File: config.mk
export PLATFORM = sky130hd
export DESIGN_NAME = nibble_serial_alu_ctrl
export DESIGN_NICKNAME = d
export VERILOG_FILES = /design/src/rtl/nibble_serial_alu_ctrl_pkg.sv /design/src/rtl/nibble_serial_alu_ctrl_nibble_adder.sv /design/src/rtl/nibble_serial_alu_ctrl.sv
export SDC_FILE = /design/constraint.sdc
export NUM_CORES = 1
export LEC_CHECK = 0
export CORE_MARGIN = 2
export CORE_UTILIZATION = 46
export DETAILED_ROUTE_END_ITERATION = 7
export PLACE_DENSITY = 0.76
export SLEW_MARGIN = 40
export SYNTH_ARGS = -nofsm -noshare
export SYNTH_HDL_FRONTEND = slang
export SYNTH_SLANG_ARGS = --single-unit
File: constraint.sdc
create_clock -name clk -period 3.5 [get_ports clk]
set_clock_uncertainty 0.15 [all_clocks]
set_input_delay 0.7 -clock clk [delete_from_list [all_inputs] [get_ports clk]]
set_output_delay 0.7 -clock clk [all_outputs]
set_load 0.01 [all_outputs]
File: src/rtl/nibble_serial_alu_ctrl_pkg.sv
// Shared encodings for the nibble-serial add/subtract controller.
package nibble_serial_alu_ctrl_pkg;

    typedef enum logic [1:0] {
        IDLE = 2'd0,
        RUN  = 2'd1,
        DONE = 2'd2
    } state_t;

    localparam logic OP_ADD = 1'b0;
    localparam logic OP_SUB = 1'b1;

endpackage

File: src/rtl/nibble_serial_alu_ctrl_nibble_adder.sv
// Purely combinational 4-bit ripple-carry adder shared by every nibble step.
module nibble_adder (
    input  logic [3:0] a4,
    input  logic [3:0] b4,
    input  logic       cin,
    output logic [3:0] s4,
    output logic       cout
);

    logic [4:0] c;

    always_comb begin
        c    = '0;
        s4   = '0;
        c[0] = cin;
        for (int i = 0; i < 4; i++) begin
            s4[i]   = a4[i] ^ b4[i] ^ c[i];
            c[i+1]  = (a4[i] & b4[i]) | (c[i] & (a4[i] ^ b4[i]));
        end
    end

    assign cout = c[4];

endmodule

File: src/rtl/nibble_serial_alu_ctrl.sv
// WIDTH-bit add/subtract run one nibble per clock through a single 4-bit adder,
// LSB nibble first, with carry/overflow/zero flags on completion.
module nibble_serial_alu_ctrl
    import nibble_serial_alu_ctrl_pkg::*;
#(
    parameter int WIDTH = 16
) (
    input  logic             clk,
    input  logic             rst,
    input  logic             start,
    input  logic             op,
    input  logic [WIDTH-1:0] a,
    input  logic [WIDTH-1:0] b,
    output logic             busy,
    output logic             done,
    output logic [WIDTH-1:0] result,
    output logic             cout,
    output logic             ovf,
    output logic             zero
);

    localparam int NIBBLES = WIDTH / 4;
    localparam int IDXW    = (NIBBLES > 1) ? $clog2(NIBBLES) : 1;

    if (WIDTH < 4 || (WIDTH % 4) != 0) begin : g_bad_width
        $error("nibble_serial_alu_ctrl: WIDTH must be a multiple of 4 and >= 4");
    end

    state_t            state, state_n;
    logic [IDXW-1:0]   idx;
    logic              carry;
    logic [WIDTH-1:0]  a_lat, b_lat, res_fin;
    logic [3:0]        na, nb, ns;
    logic              nc, last;

    // b is stored pre-inverted for subtract; the +1 comes in through the initial carry
    assign na   = a_lat[4*idx +: 4];
    assign nb   = b_lat[4*idx +: 4];
    assign last = (idx == IDXW'(NIBBLES - 1));
    assign busy = (state != IDLE);
    assign done = (state == DONE);

    nibble_adder u_add (
        .a4  (na),
        .b4  (nb),
        .cin (carry),
        .s4  (ns),
        .cout(nc)
    );

    // result with the current nibble merged in, so zero sees the complete final value
    always_comb begin
        res_fin              = result;
        res_fin[4*idx +: 4]  = ns;
    end

    always_ff @(posedge clk) begin
        if (rst) state <= IDLE;
        else     state <= state_n;
    end

    always_comb begin
        state_n = state;
        case (state)
            IDLE:    if (start) state_n = RUN;
            RUN:     if (last)  state_n = DONE;
            DONE:    state_n = IDLE;
            default: state_n = IDLE;
        endcase
    end

    always_ff @(posedge clk) begin
        if (rst) begin
            idx    <= '0;
            carry  <= 1'b0;
            a_lat  <= '0;
            b_lat  <= '0;
            result <= '0;
            cout   <= 1'b0;
            ovf    <= 1'b0;
            zero   <= 1'b0;
        end else begin
            case (state)
                IDLE: if (start) begin
                    a_lat <= a;
                    b_lat <= (op == OP_SUB) ? ~b : b;
                    carry <= op;
                    idx   <= '0;
                end
                RUN: begin
                    result <= res_fin;
                    if (last) begin
                        cout <= nc;
                        ovf  <= (a_lat[WIDTH-1] == b_lat[WIDTH-1]) && (ns[3] != a_lat[WIDTH-1]);
                        zero <= (res_fin == '0);
                    end else begin
                        carry <= nc;
                        idx   <= idx + IDXW'(1);
                    end
                end
                default: ;
            endcase
        end
    end

endmodule

======== After elaboration in Yosys (flattened, before gate mapping) ========
Index checks and enable logic that the tools add are counted.
operators by class
  $lt $le $gt $ge ......................... 0
  add/sub/neg operators ................... 2
  reduce and logical (&&, ||, !) cells .... 9
  eq/ne operators ......................... 8
  mux-type cells .......................... 11
  shift-type cells ........................ 4
  bitwise operators ....................... 21
  $mul .................................... 0
  div/mod/pow operators ................... 0
operators with widths
  operator                                                number
  negator 4 -> 34 bit                                     1
  variable shift 4 x 34 -> 16 bit (first input constant)  1
  variable part select 4 x 34 -> 16 bit                   1
  variable part select 16 x 5 -> 4 bit                    2
  bitwise mux 16 bit                                      1
  zero test 16 bit                                        1
  two-way mux 16 bit                                      1
  inverter 16 bit                                         1
  AND 1 bit                                               8
  two-way mux 2 bit                                       4
  case mux 2 bit (2 select lines)                         2
  XOR 1 bit                                               8
  != test 2 bit (second input constant)                   3
  AND reduction 2 bit                                     3
  equality test 2 bit (second input constant)             2
  bitwise OR 1 bit                                        4
  nonzero test 2 bit                                      2
  AND reduction 3 bit                                     1
  adder 2 x 1 -> 2 bit (second input constant)            1
  equality test 2 x 1 -> 1 bit (second input constant)    1
  zero test 2 bit                                         1
  two-way mux 1 bit                                       2
  case mux 1 bit (2 select lines)                         1
  equality test 1 bit                                     1
  2 further kinds                                         2
storage, ports and cells
  bits in latches ......................... 0
  output and inout bits ................... 21
  input bits .............................. 36
  bits in writable memories ............... 0
  bits in registers ....................... 56
  memories ................................ 0
  ROM bits ................................ 0

======== Longest topological paths before layout ========
Gate-level depths: netlist (run 1).
  depth in word-level cells ............... 12
  mapped depth ............................ 15
  mapped depth without buffers ............ 13

======== By module ========
From an unflattened synthesis (run 1), not the netlist that was laid out.
second synthesis, totals
  cells, all modules ...................... 302
  area total of the unflattened synthesis .. 2,653.8 um2
by module, submodules not included
  module                  times used  area each (um2)  cells each
  nibble_serial_alu_ctrl  1           2,536.2          288
  nibble_adder            1           117.6            14

======== Worst setup path before layout (run 1) ========
Ideal clock, no wire load.
  path kind ............................... register to register
  start ................................... register idx[0]
  end ..................................... register zero
  path slack .............................. -264 ps
  data arrival time ....................... 3,496 ps
  setup time .............................. 117 ps
  period minus slack after synthesis ...... 3,764 ps
  path buffers ............................ 2
  cell stages (with the launch flop) ...... 16
  cell sequence ........................... dfxtp_1 buf_2 buf_2 mux4_2 inv_1 fa_1 inv_1 fa_1 inv_1 fa_1 inv_1 fa_1 and3b_1 o32ai_1 nor4_1 a32o_1
between the ends
  longest elaborated chain between the ends .. 12
  elaborated cells on any way between the ends .. 26
  classes of those cells .................. add/sub: 1; eq/ne: 1; shift: 4; mux: 1; bitwise: 17; reduce/logical: 2
RTL lines
  item                                                            RTL line                                                                              text
  from (decl)                                                     nibble_serial_alu_ctrl.sv:30                                                          logic [IDXW-1:0] idx;
  from (signal assigned)                                          nibble_serial_alu_ctrl.sv:98                                                          idx <= idx + IDXW'(1);
  variable part select 16 x 5 -> 4 bit, on equally long branches  nibble_serial_alu_ctrl.sv:37, nibble_serial_alu_ctrl.sv:38
  XOR 1 bit                                                       nibble_serial_alu_ctrl_nibble_adder.sv:17, nibble_serial_alu_ctrl_nibble_adder.sv:18
  AND 1 bit                                                       nibble_serial_alu_ctrl_nibble_adder.sv:18                                             c[i+1] = (a4[i] & b4[i]) | (c[i] & (a4[i] ^ b4[i]));
  bitwise OR 1 bit                                                nibble_serial_alu_ctrl_nibble_adder.sv:18
  AND 1 bit                                                       nibble_serial_alu_ctrl_nibble_adder.sv:18
  bitwise OR 1 bit                                                nibble_serial_alu_ctrl_nibble_adder.sv:18
  AND 1 bit                                                       nibble_serial_alu_ctrl_nibble_adder.sv:18
  bitwise OR 1 bit                                                nibble_serial_alu_ctrl_nibble_adder.sv:18
  XOR 1 bit                                                       nibble_serial_alu_ctrl_nibble_adder.sv:17                                             s4[i] = a4[i] ^ b4[i] ^ c[i];
  variable part select 4 x 34 -> 16 bit                           nibble_serial_alu_ctrl.sv:54                                                          res_fin[4*idx +: 4] = ns;
  bitwise mux 16 bit                                              nibble_serial_alu_ctrl.sv:54
  zero test 16 bit                                                nibble_serial_alu_ctrl.sv:95                                                          zero <= (res_fin == '0);
  to (signal assigned)                                            nibble_serial_alu_ctrl.sv:95
  to (decl)                                                       nibble_serial_alu_ctrl.sv:19                                                          output logic zero
Several ways; a longest one is shown, not always the timed one.
A chain may end at the register's enable or synchronous reset.

======== Worst setup path after layout (run 1) ========
Same ends and word-level chain as after synthesis.

==> results.ini, run 1 <==
[job]
cap_violations=0

[timing]
report.final.slew_viol_count=0
clock.fmax_mhz=298
setup_tns_ps=0
post-route-min-period_ps=3360
timing_worst_slew_pin_value_ps=647
finalCritPeriodShare=0.960
setup_repair_after_global_routing_missed_its_margin=no
post-route-worst-setup-slack_ps=140
slew_headroom=0.569
setup_violations=0
hold_viol=0

[logic_synthesis]
netlist_area_mm2=0.00268
post_synth_edffs=0
ys_types=37
ys_async_sr_fraction=0
fraction_of_the_yosys_area_taken_by_sequential_cells=0.419
netlist_instances=291
synth_fp_nets=337
ys_ff_latch=56
synth_ff_type=sky130_fd_sc_hd__dfxtp_1
yosysWarningCount=0
netlist_top_cells_area=sky130_fd_sc_hd__dfxtp_1 42%, sky130_fd_sc_hd__mux4_2 6.7%, sky130_fd_sc_hd__nor2_1 5.5%
post-synth-top-area-cell=sky130_fd_sc_hd__dfxtp_1
fraction_of_synthesized_cell_area_taken_by_the_top_area_cell_type=0.419
syn_area_per_cell_um2=9.19

[final_layout]
antenna_cells=0
final_net_count=391
fin_cells=418
area_growth_pct=28.1
final_layout_size_suffix_gt1_frac=0.113

[cts]
cts.repair.resized=0
post-cts-setup-buffers=0
cts_buffer_depth=2
tritoncts=yes
clk_sink_count=56
cts-htree-levels=2
insertion_delay_ps=310
clock-root-buffer=sky130_fd_sc_hd__clkbuf_8
cts-buffers-inserted=5
clk_pin_slew_worst_setup_hold_paths_ps=100
cts-hold-fix-buffers=0

[floorplanning]
dieArea_mm2=0.00644
placement_rows=27
core_mm2=0.00557
initial_utilization=0.480
io_count=57
die_h_um=80.3
die_width_um=80.3

[power]
totalPowerFinal_uw=1360
cellLeakagePower_uw=0.00124
vdd.ir_drop.worst_mv=0.226
power_density_mw_per_mm2=397

[routing]
route.antenna.remaining_nets=0
route.final.wire_length_mm=5.60
detail_route.drc_violations=0
avgViaCountPerCell=5.29
routed_length_per_instance_um=13.4
detail_route.iter0.violations=109
detailroute.via_count=2213
dr.pass1.iters=4

[placement]
buffer_ports.inserted=56
placed_cells=410
pre_cts_ws_ps=161
place_congestion=0.820
detailed_place_hpwl_mm=4.32

[setup_path]
worstSetupEndpointType=flop
maximum_fanout_along_the_worst_path=4
crit-reg2reg-capture=zero
cp-start-kind=flop
required_ps=3560
path_class=flop to flop
crit_reg_reg_startpoint=idx[0]
reg2reg_setup_slack_ps=140
count_of_cells_along_the_worst_register_to_register_path=13
cp_data_arrival_time_ps=3420

[global_route]
grt_overflow=0
grt_pass1_vias=2075
grt_max_degree=50
grt.total_usage=0.189
grt_pass1_wl_mm=9.47
grt_antenna_before_repair=0

[min_path]
min_path_cells=2
hold_path_startpoint=cout
holdPathEnd=cout
worstHoldPathType=flop to flop

[run_status]
outcome=completed

routing by layer:
layer	wire length (um)	GRT usage	vias to the layer above	share of wire
li1	-	-	1123	-
met1	2490	0.237	1027	0.44
met2	2740	0.316	57	0.49
met3	318	0.0517	6	0.057
met4	54	0.0576	0	0.0096
met5	0	0	-	0
state kept, by name (all words and copies together) (netlist names):
register / cells
b_lat: 16
idx: 2
ovf: 1
carry: 1
state: 2
zero: 1
a_lat: 16
cout: 1
result: 16
area by class of cell:
| type | instances | area (um^2) |
|---|---|---|
| clock inverters | 2 | 15.0 |
| multi-input cells | 205 | 1440 |
| inverters | 13 | 48.8 |
| clock buffers | 6 | 82.6 |
| fillers | 489 | 2150 |
| flip-flops and latches | 56 | 1120 |
| well taps | 72 | 90.1 |
| repair buffers | 64 | 623 |
Yosys cell counts, drive strengths merged, types with 2 or more instances:
library cell and count:
a211oi 17, a2bb2oi 8, nor3 4, xnor2 16, o32ai 2, buf 10
mux4 8, or3 3, nor2b 2, dfxtp 56, and3b 2, clkbuf 7
fa 4, nand3b 3, inv 13, nand2b 4, a22oi 9, nand2 39
and2b 2, nand3 2, nor2 39, a21oi 19, ha 6, nor4 5
o22ai 2, nor3b 3
stage by stage:
step,utilization,hold WS [ps],instance area (um^2)
floorplan,-,283,2700
global placement,0.594,298,3310
detailed placement,0.594,300,3310
CTS,0.612,314,3410
global route,0.615,333,3430
finish,0.615,315,3430
worst max-delay path by stage:
| stage | from | endpoint | cells after the start |
|---|---|---|---|
| 6_report | idx[0] | zero | 13 |
| 5_1_grt | idx[0] | zero | 13 |
| 4_1_cts | idx[0] | zero | 13 |
| 3_5_place_dp | idx[0] | zero | 11 |
| 3_3_place_gp | idx[0] | zero | 11 |
| 2_1_floorplan | idx[0] | zero | 15 |
cell usage in the layout, fill, tap and decap left out, types with 2 or more instances in the layout:
cell,n
sky130_fd_sc_hd__nor4_1,5
sky130_fd_sc_hd__o32ai_1,2
sky130_fd_sc_hd__nor3_1,4
sky130_fd_sc_hd__buf_4,6
sky130_fd_sc_hd__clkdlybuf4s50_1,55
sky130_fd_sc_hd__nand3b_2,3
sky130_fd_sc_hd__xnor2_1,16
sky130_fd_sc_hd__fa_1,2
sky130_fd_sc_hd__a22oi_1,9
sky130_fd_sc_hd__mux4_2,8
sky130_fd_sc_hd__and3b_1,2
sky130_fd_sc_hd__buf_6,2
sky130_fd_sc_hd__ha_1,6
sky130_fd_sc_hd__a211oi_1,17
sky130_fd_sc_hd__clkbuf_8,6
sky130_fd_sc_hd__dfxtp_1,55
sky130_fd_sc_hd__a2bb2oi_1,8
sky130_fd_sc_hd__nand3_1,2
sky130_fd_sc_hd__inv_1,10
sky130_fd_sc_hd__nand2b_1,4
sky130_fd_sc_hd__a21oi_1,19
sky130_fd_sc_hd__nand2_1,38
sky130_fd_sc_hd__nor2_1,39
sky130_fd_sc_hd__o22ai_1,2
sky130_fd_sc_hd__fa_2,2
sky130_fd_sc_hd__clkinvlp_4,2
sky130_fd_sc_hd__inv_2,3
sky130_fd_sc_hd__or3_1,3
sky130_fd_sc_hd__nor2b_1,2
power by group:
part | switching, uW | leakage (uW) | internal, uW | total [uW]
Clock | 207 | 0.0000434 | 160 | 368
Sequential | 25.6 | 0.000459 | 672 | 697
Combinational | 138 | 0.000743 | 156 | 294
worst max-delay path: stages (launching register included):
cell	delay, ps
sky130_fd_sc_hd__dfxtp_4	390
sky130_fd_sc_hd__mux4_2	500
sky130_fd_sc_hd__inv_2	70
sky130_fd_sc_hd__fa_1	160
sky130_fd_sc_hd__inv_1	50
sky130_fd_sc_hd__fa_1	370
sky130_fd_sc_hd__inv_2	70
sky130_fd_sc_hd__fa_2	180
sky130_fd_sc_hd__inv_2	40
sky130_fd_sc_hd__fa_2	540
sky130_fd_sc_hd__and3b_1	170
sky130_fd_sc_hd__o32ai_1	220
sky130_fd_sc_hd__nor4_1	80
sky130_fd_sc_hd__a32o_1	270
logic make-up (layout without fill, tap and decap cells):
| family | count (synthesis) | in the layout | share of synthesized area |
|---|---|---|---|
| XOR/XNOR | 16 | 16 | 0.0524 |
| AND/OR/NAND/NOR | 110 | 110 | 0.199 |
| multiplexers | 8 | 8 | 0.0674 |
| flip-flops | 56 | 56 | 0.419 |
| buffers and inverters | 30 | 85 | 0.0472 |
| AO/OA/AOI/OAI | 61 | 61 | 0.157 |
| adder cells (fa/ha/maj) | 10 | 10 | 0.0580 |
Power figures use the tool's default switching activity.
==> run 2, diff against run 1 <==
- CORE_UTILIZATION: 46 -> 30
- PLACE_DENSITY: 0.76 -> not set
- SKIP_LAST_GASP: not set -> 1
==> results.ini, run 2 (synthesis results as in run 1) <==
[run_status]
outcome=completed

[min_path]
hold_path_startpoint=a_lat[12]
holdPathEnd=a_lat[12]
worstHoldPathType=flop to flop
min_path_cells=2  ; unchanged

[timing]
finalCritPeriodShare=0.958  ; -0.00180
setup_violations=0  ; unchanged
post-route-min-period_ps=3350  ; -6.29 ps
slew_headroom=0.624  ; +0.0558
clock.fmax_mhz=298  ; +0.19%
finalHoldWorstSlack_ps=305  ; -9.93 ps
hold_viol=0  ; unchanged
report.final.slew_viol_count=0  ; unchanged
setup_repair_after_global_routing_missed_its_margin=no
timing_worst_slew_pin_value_ps=562  ; -85.0 ps
setup_tns_ps=0  ; unchanged

[setup_path]
cp_top_family=adder cells
cpMaxStageDelayCell=sky130_fd_sc_hd__mux4_2
worstSetupEndpointType=flop
cp_data_arrival_time_ps=3420  ; about the same
cp_cell_sequence=buf_6 -> mux4_2 -> fa_1 -> inv_2 -> fa_1 -> inv_2 -> fa_2 -> and3b_1 -> o32ai_2 -> nor4_1 -> a32o_1
crit_buf_inv=3  ; -1
cp-start-kind=flop
crit-reg2reg-capture=zero
maximum_fanout_along_the_worst_path=16  ; +12
path_class=flop to flop
cp_slowest_stage_delay_ps=540  ; about the same
count_of_cells_along_the_worst_register_to_register_path=11  ; -2
required_ps=3570  ; about the same
reg2reg_setup_slack_ps=150  ; about the same
crit_reg_reg_startpoint=idx[0]

[final_layout]
layout.cells.most_common_list=55 x sky130_fd_sc_hd__dfxtp_1, 55 x sky130_fd_sc_hd__clkdlybuf4s50_1, 39 x sky130_fd_sc_hd__nor2_1, 38 x sky130_fd_sc_hd__nand2_1, 19 x sky130_fd_sc_hd__a21oi_1
area_growth_pct=30.6
finish.utilization=0.403  ; -0.212
top_regs=a_lat x16, b_lat x16, result x16
antenna_cells=0  ; unchanged
final_net_count=394  ; +0.77%
final_instance_area_mm2=0.00349  ; +2.0%
final_layout_size_suffix_gt1_frac=0.117  ; +0.00476

[cts]
cts_buffer_depth=2  ; unchanged
clk_pin_slew_worst_setup_hold_paths_ps=110  ; about the same
cts-hold-fix-buffers=0  ; unchanged
cts-buffers-inserted=5  ; unchanged
insertion_delay_ps=310  ; about the same
clock-root-buffer=sky130_fd_sc_hd__clkbuf_8
cts-htree-levels=2  ; unchanged
tritoncts=yes
clk_sink_count=56  ; unchanged

[floorplanning]
die_width_um=98.4  ; +23%
io_count=57  ; unchanged
die_h_um=98.4  ; +23%
dieArea_mm2=0.00969  ; +50%
core_mm2=0.00868  ; +56%
placement_rows=34  ; +26%
initial_utilization=0.308  ; -0.172

[routing]
routed_length_per_instance_um=13.4  ; -0.19%
route.final.wire_length_mm=6.11  ; +9.1%
detailroute.via_count=2244  ; +1.4%
dr.pass1.iters=4  ; unchanged
detail_route.drc_violations=0  ; unchanged
avgViaCountPerCell=4.91  ; -7.3%
detail_route.iter0.violations=49  ; -55%
route.antenna.remaining_nets=0  ; unchanged

[power]
power_density_mw_per_mm2=393  ; -0.94%
vdd.ir_drop.worst_mv=0.152  ; -32%
cellLeakagePower_uw=0.00126  ; +1.4%
totalPowerFinal_uw=1370  ; +1.0%

[global_route]
grt_pass1_vias=2111  ; +1.7%
grt.total_usage=0.125  ; -0.0633
grt_max_degree=50  ; unchanged
grt_overflow=0  ; unchanged
grt_antenna_before_repair=0  ; unchanged
grt_pass1_wl_mm=9.96  ; +5.2%

[placement]
detailed_place_hpwl_mm=4.65  ; +7.6%
place_congestion=0.790  ; -3.6%
buffer_ports.inserted=56  ; unchanged
detailed_place.area_mm2=0.00337  ; +1.6%

[job]
cap_violations=0  ; unchanged

## run 2: cell types whose count changed in the layout (fill, tap and decap cells not counted), sizes merged
cell | before | now
inv | 13 | 14
clkinvlp | 2 | 1
buf | 9 | 12
clkbuf | 6 | 5
clkinv | 0 | 1
## run 2: through the flow
stage	std cells	setup slack, ps
3_5_place_dp	447	92.1
6_report	457	146
4_1_cts	455	61.8
2_1_floorplan	291	-6.67
5_1_grt	457	7.72
3_3_place_gp	447	122
## run 2: tightest hold or removal path: cells and delay by family, from the launching register on
family / cells / cell delay (ps)
AO/OA/AOI/OAI: 1 / 50
flip-flops: 1 / 320
AND/OR/NAND/NOR: 1 / 50
## run 2: final cells by class
cell class / count / area (um^2)
Tap cell: 108 / 135
Fill cell: 915 / 5180
Inverter: 13 / 48.8
Clock buffer: 5 / 68.8
Multi-Input combinational cell: 205 / 1440
Clock inverter: 3 / 27.5
Sequential cell: 56 / 1120
Timing Repair Buffer: 67 / 646
## run 2: worst max-delay path by stage
stage / startpoint / endpoint / cells after the start
finish: idx[0] / zero / 11
global route: idx[0] / zero / 13
CTS: idx[0] / zero / 11
detailed placement: idx[0] / zero / 11
global placement: idx[0] / zero / 11
floorplan: idx[0] / zero / 15
## run 2: metal layers
metal  vias up  share of wire  wire (um)  global-route usage
met5         -              0          0                   0
met4         0          0.011         67              0.0358
met3         6          0.045        272              0.0277
met2        55           0.48       2910               0.211
met1      1049           0.47       2860               0.163
li1       1134              -          -                   -
## run 2: power breakdown
| group | total, uW | internal, uW | switching, uW |
|---|---|---|---|
| sequential | 695 | 672 | 23.7 |
| combinational | 306 | 162 | 144 |
| clock | 372 | 147 | 225 |
## run 2: what timing repair did
item,4_1_cts,5_1_grt
gates resized for setup,0,7
setup buffers,0,2
endpoints found under the setup margin,0,1
==> run 3, diff against run 2 <==
- ABC_CLOCK_PERIOD_IN_PS: not set -> 3500
- CORE_MARGIN: 2 -> not set
==> results.ini, run 3 (synthesis results as in run 1) <==
[min_path]
hold_path_startpoint=a_lat[4]
min_path_cells=2  ; unchanged
worstHoldPathType=flop to flop
holdPathEnd=a_lat[4]

[final_layout]
antenna_cells=0  ; unchanged
top_regs=a_lat x16, b_lat x16, result x16
fin_cells=456  ; -0.22%
layout.cells.most_common_list=55 x sky130_fd_sc_hd__dfxtp_1, 55 x sky130_fd_sc_hd__clkdlybuf4s50_1, 39 x sky130_fd_sc_hd__nor2_1, 38 x sky130_fd_sc_hd__nand2_1, 19 x sky130_fd_sc_hd__a21oi_1
final_layout_size_suffix_gt1_frac=0.112  ; -0.00541
fill_cells=923  ; +0.87%
area_growth_pct=30.1
final_net_count=393  ; -0.25%
finish.utilization=0.401  ; -0.00173
final_instance_area_mm2=0.00348  ; -0.43%

[timing]
report.final.slew_viol_count=0  ; unchanged
post-route-min-period_ps=3410  ; +60.3 ps
setup_violations=0  ; unchanged
clock.fmax_mhz=293  ; -1.8%
slew_headroom=0.606  ; -0.0186
timing_worst_slew_pin_value_ps=591  ; +29.3 ps
finalCritPeriodShare=0.975  ; +0.0172
finalHoldWorstSlack_ps=312  ; +6.49 ps
hold_viol=0  ; unchanged

[global_route]
grt_pass1_vias=2124  ; +0.62%
grt_antenna_before_repair=0  ; unchanged
grt_max_degree=50  ; unchanged
grt.total_usage=0.142  ; +0.0162
grt_overflow=0  ; unchanged
grt_pass1_wl_mm=10.0  ; +0.55%

[job]
cap_violations=0  ; unchanged

[setup_path]
path_class=flop to flop
cp_cell_sequence=mux4_2 -> inv_2 -> fa_1 -> inv_1 -> fa_1 -> inv_1 -> fa_1 -> inv_2 -> fa_2 -> buf_4 -> or4bb_1 -> o21ai_1 -> a32o_1
cp-start-kind=flop
maximum_fanout_along_the_worst_path=7  ; -9
timing.critical_path.mode_cell=sky130_fd_sc_hd__fa_1
worstSetupEndpointType=flop
reg2reg_setup_slack_ps=90  ; -60 ps
cp_data_arrival_time_ps=3530  ; +110 ps
cp_slowest_stage_delay_ps=480  ; -60 ps
required_ps=3620  ; +50 ps
count_of_cells_along_the_worst_register_to_register_path=13  ; +2
crit-reg2reg-capture=zero
crit_reg_reg_startpoint=idx[0]
cpMaxStageDelayCell=sky130_fd_sc_hd__or4bb_1

[placement]
detailed_place_hpwl_mm=4.52  ; -2.8%
placed_cells=448  ; +0.22%
place_congestion=0.837  ; +5.9%
detailed_place.area_mm2=0.00337  ; +0.22%
buffer_ports.inserted=56  ; unchanged

[cts]
clk_sink_count=56  ; unchanged
tritoncts=yes
insertion_delay_ps=320  ; about the same
post-cts-setup-buffers=0  ; unchanged
cts.repair.resized=0  ; unchanged
cts-buffers-inserted=5  ; unchanged
cts-hold-fix-buffers=0  ; unchanged
clk_pin_slew_worst_setup_hold_paths_ps=100  ; about the same
clock-root-buffer=sky130_fd_sc_hd__clkbuf_8
cts-htree-levels=2  ; unchanged
cts_buffer_depth=2  ; unchanged

[routing]
routed_length_per_instance_um=13.3  ; -0.85%
route.antenna.remaining_nets=0  ; unchanged
detail_route.drc_violations=0  ; unchanged
route.final.wire_length_mm=6.05  ; -1.1%
detailroute.via_count=2195  ; -2.2%
avgViaCountPerCell=4.81  ; -2.0%
detail_route.iter0.violations=90  ; +84%
dr.pass1.iters=4  ; unchanged

[power]
totalPowerFinal_uw=1370  ; -0.22%
cellLeakagePower_uw=0.00126  ; -0.13%
power_density_mw_per_mm2=394  ; +0.21%
vdd.ir_drop.worst_mv=0.162  ; +6.4%

[floorplanning]
core_mm2=0.00868  ; unchanged
io_count=57  ; unchanged
die_width_um=96.4  ; -2.0%
die_h_um=96.4  ; -2.0%
initial_utilization=0.308  ; unchanged
dieArea_mm2=0.00930  ; -4.0%
placement_rows=34  ; unchanged

[run_status]
outcome=completed

## run 3: cell count changes in the layout (fill, tap and decap cells not counted), sizes merged
cell	change
buf	-1
clkbuf	+1
clkinvlp	-1
## run 3: metal layers
metal | up-vias | wire, um | GRT usage | share of wire
met3 | 10 | 286 | 0.0274 | 0.047
li1 | 1130 | - | - | -
met1 | 1000 | 2860 | 0.177 | 0.47
met4 | 0 | 112 | 0.0576 | 0.019
met2 | 55 | 2790 | 0.239 | 0.46
met5 | - | 0 | 0 | 0
## run 3: worst max path at each step
stage / start / end / cells after the start
2_1_floorplan: idx[0] / zero / 15
3_5_place_dp: idx[0] / zero / 13
4_1_cts: idx[0] / zero / 13
5_1_grt: idx[0] / zero / 13
3_3_place_gp: idx[0] / zero / 13
6_report: idx[0] / zero / 13
## run 3: stage by stage
stage / TNS (ps) / setup slack, ps
after detailed placement: 0 / 135
after CTS: 0 / 119
after global routing: -51.2 / -51.2
after floorplan: -6.67 / -6.67
final: 0 / 86.1
after global placement: 0 / 175
## run 3: cell type report
class | instances | area (um^2) | share of cell area
flip-flops and latches | 56 | 1120 | 0.323
clock inverters | 2 | 13.8 | 0.00396
well taps | 108 | 135 | 0.0388
multi-input cells | 205 | 1440 | 0.415
clock buffers | 6 | 82.6 | 0.0237
inverters | 13 | 48.8 | 0.0140
repair buffers | 66 | 631 | 0.181
## run 3: worst max-delay path: cells and delay by family (launching register included)
kind | cells | cell delay [ps]
compound gates | 2 | 290
fa+ha+maj | 4 | 1330
buf+inv | 5 | 400
flops | 1 | 370
mux | 1 | 340
simple gates | 1 | 480
## run 3: power breakdown
| part | switching [uW] | internal (uW) | leakage [uW] | total [uW] |
|---|---|---|---|---|
| Combinational | 143 | 153 | 0.000751 | 296 |
| Sequential | 24.8 | 672 | 0.000459 | 696 |
| Clock | 215 | 162 | 0.0000516 | 378 |
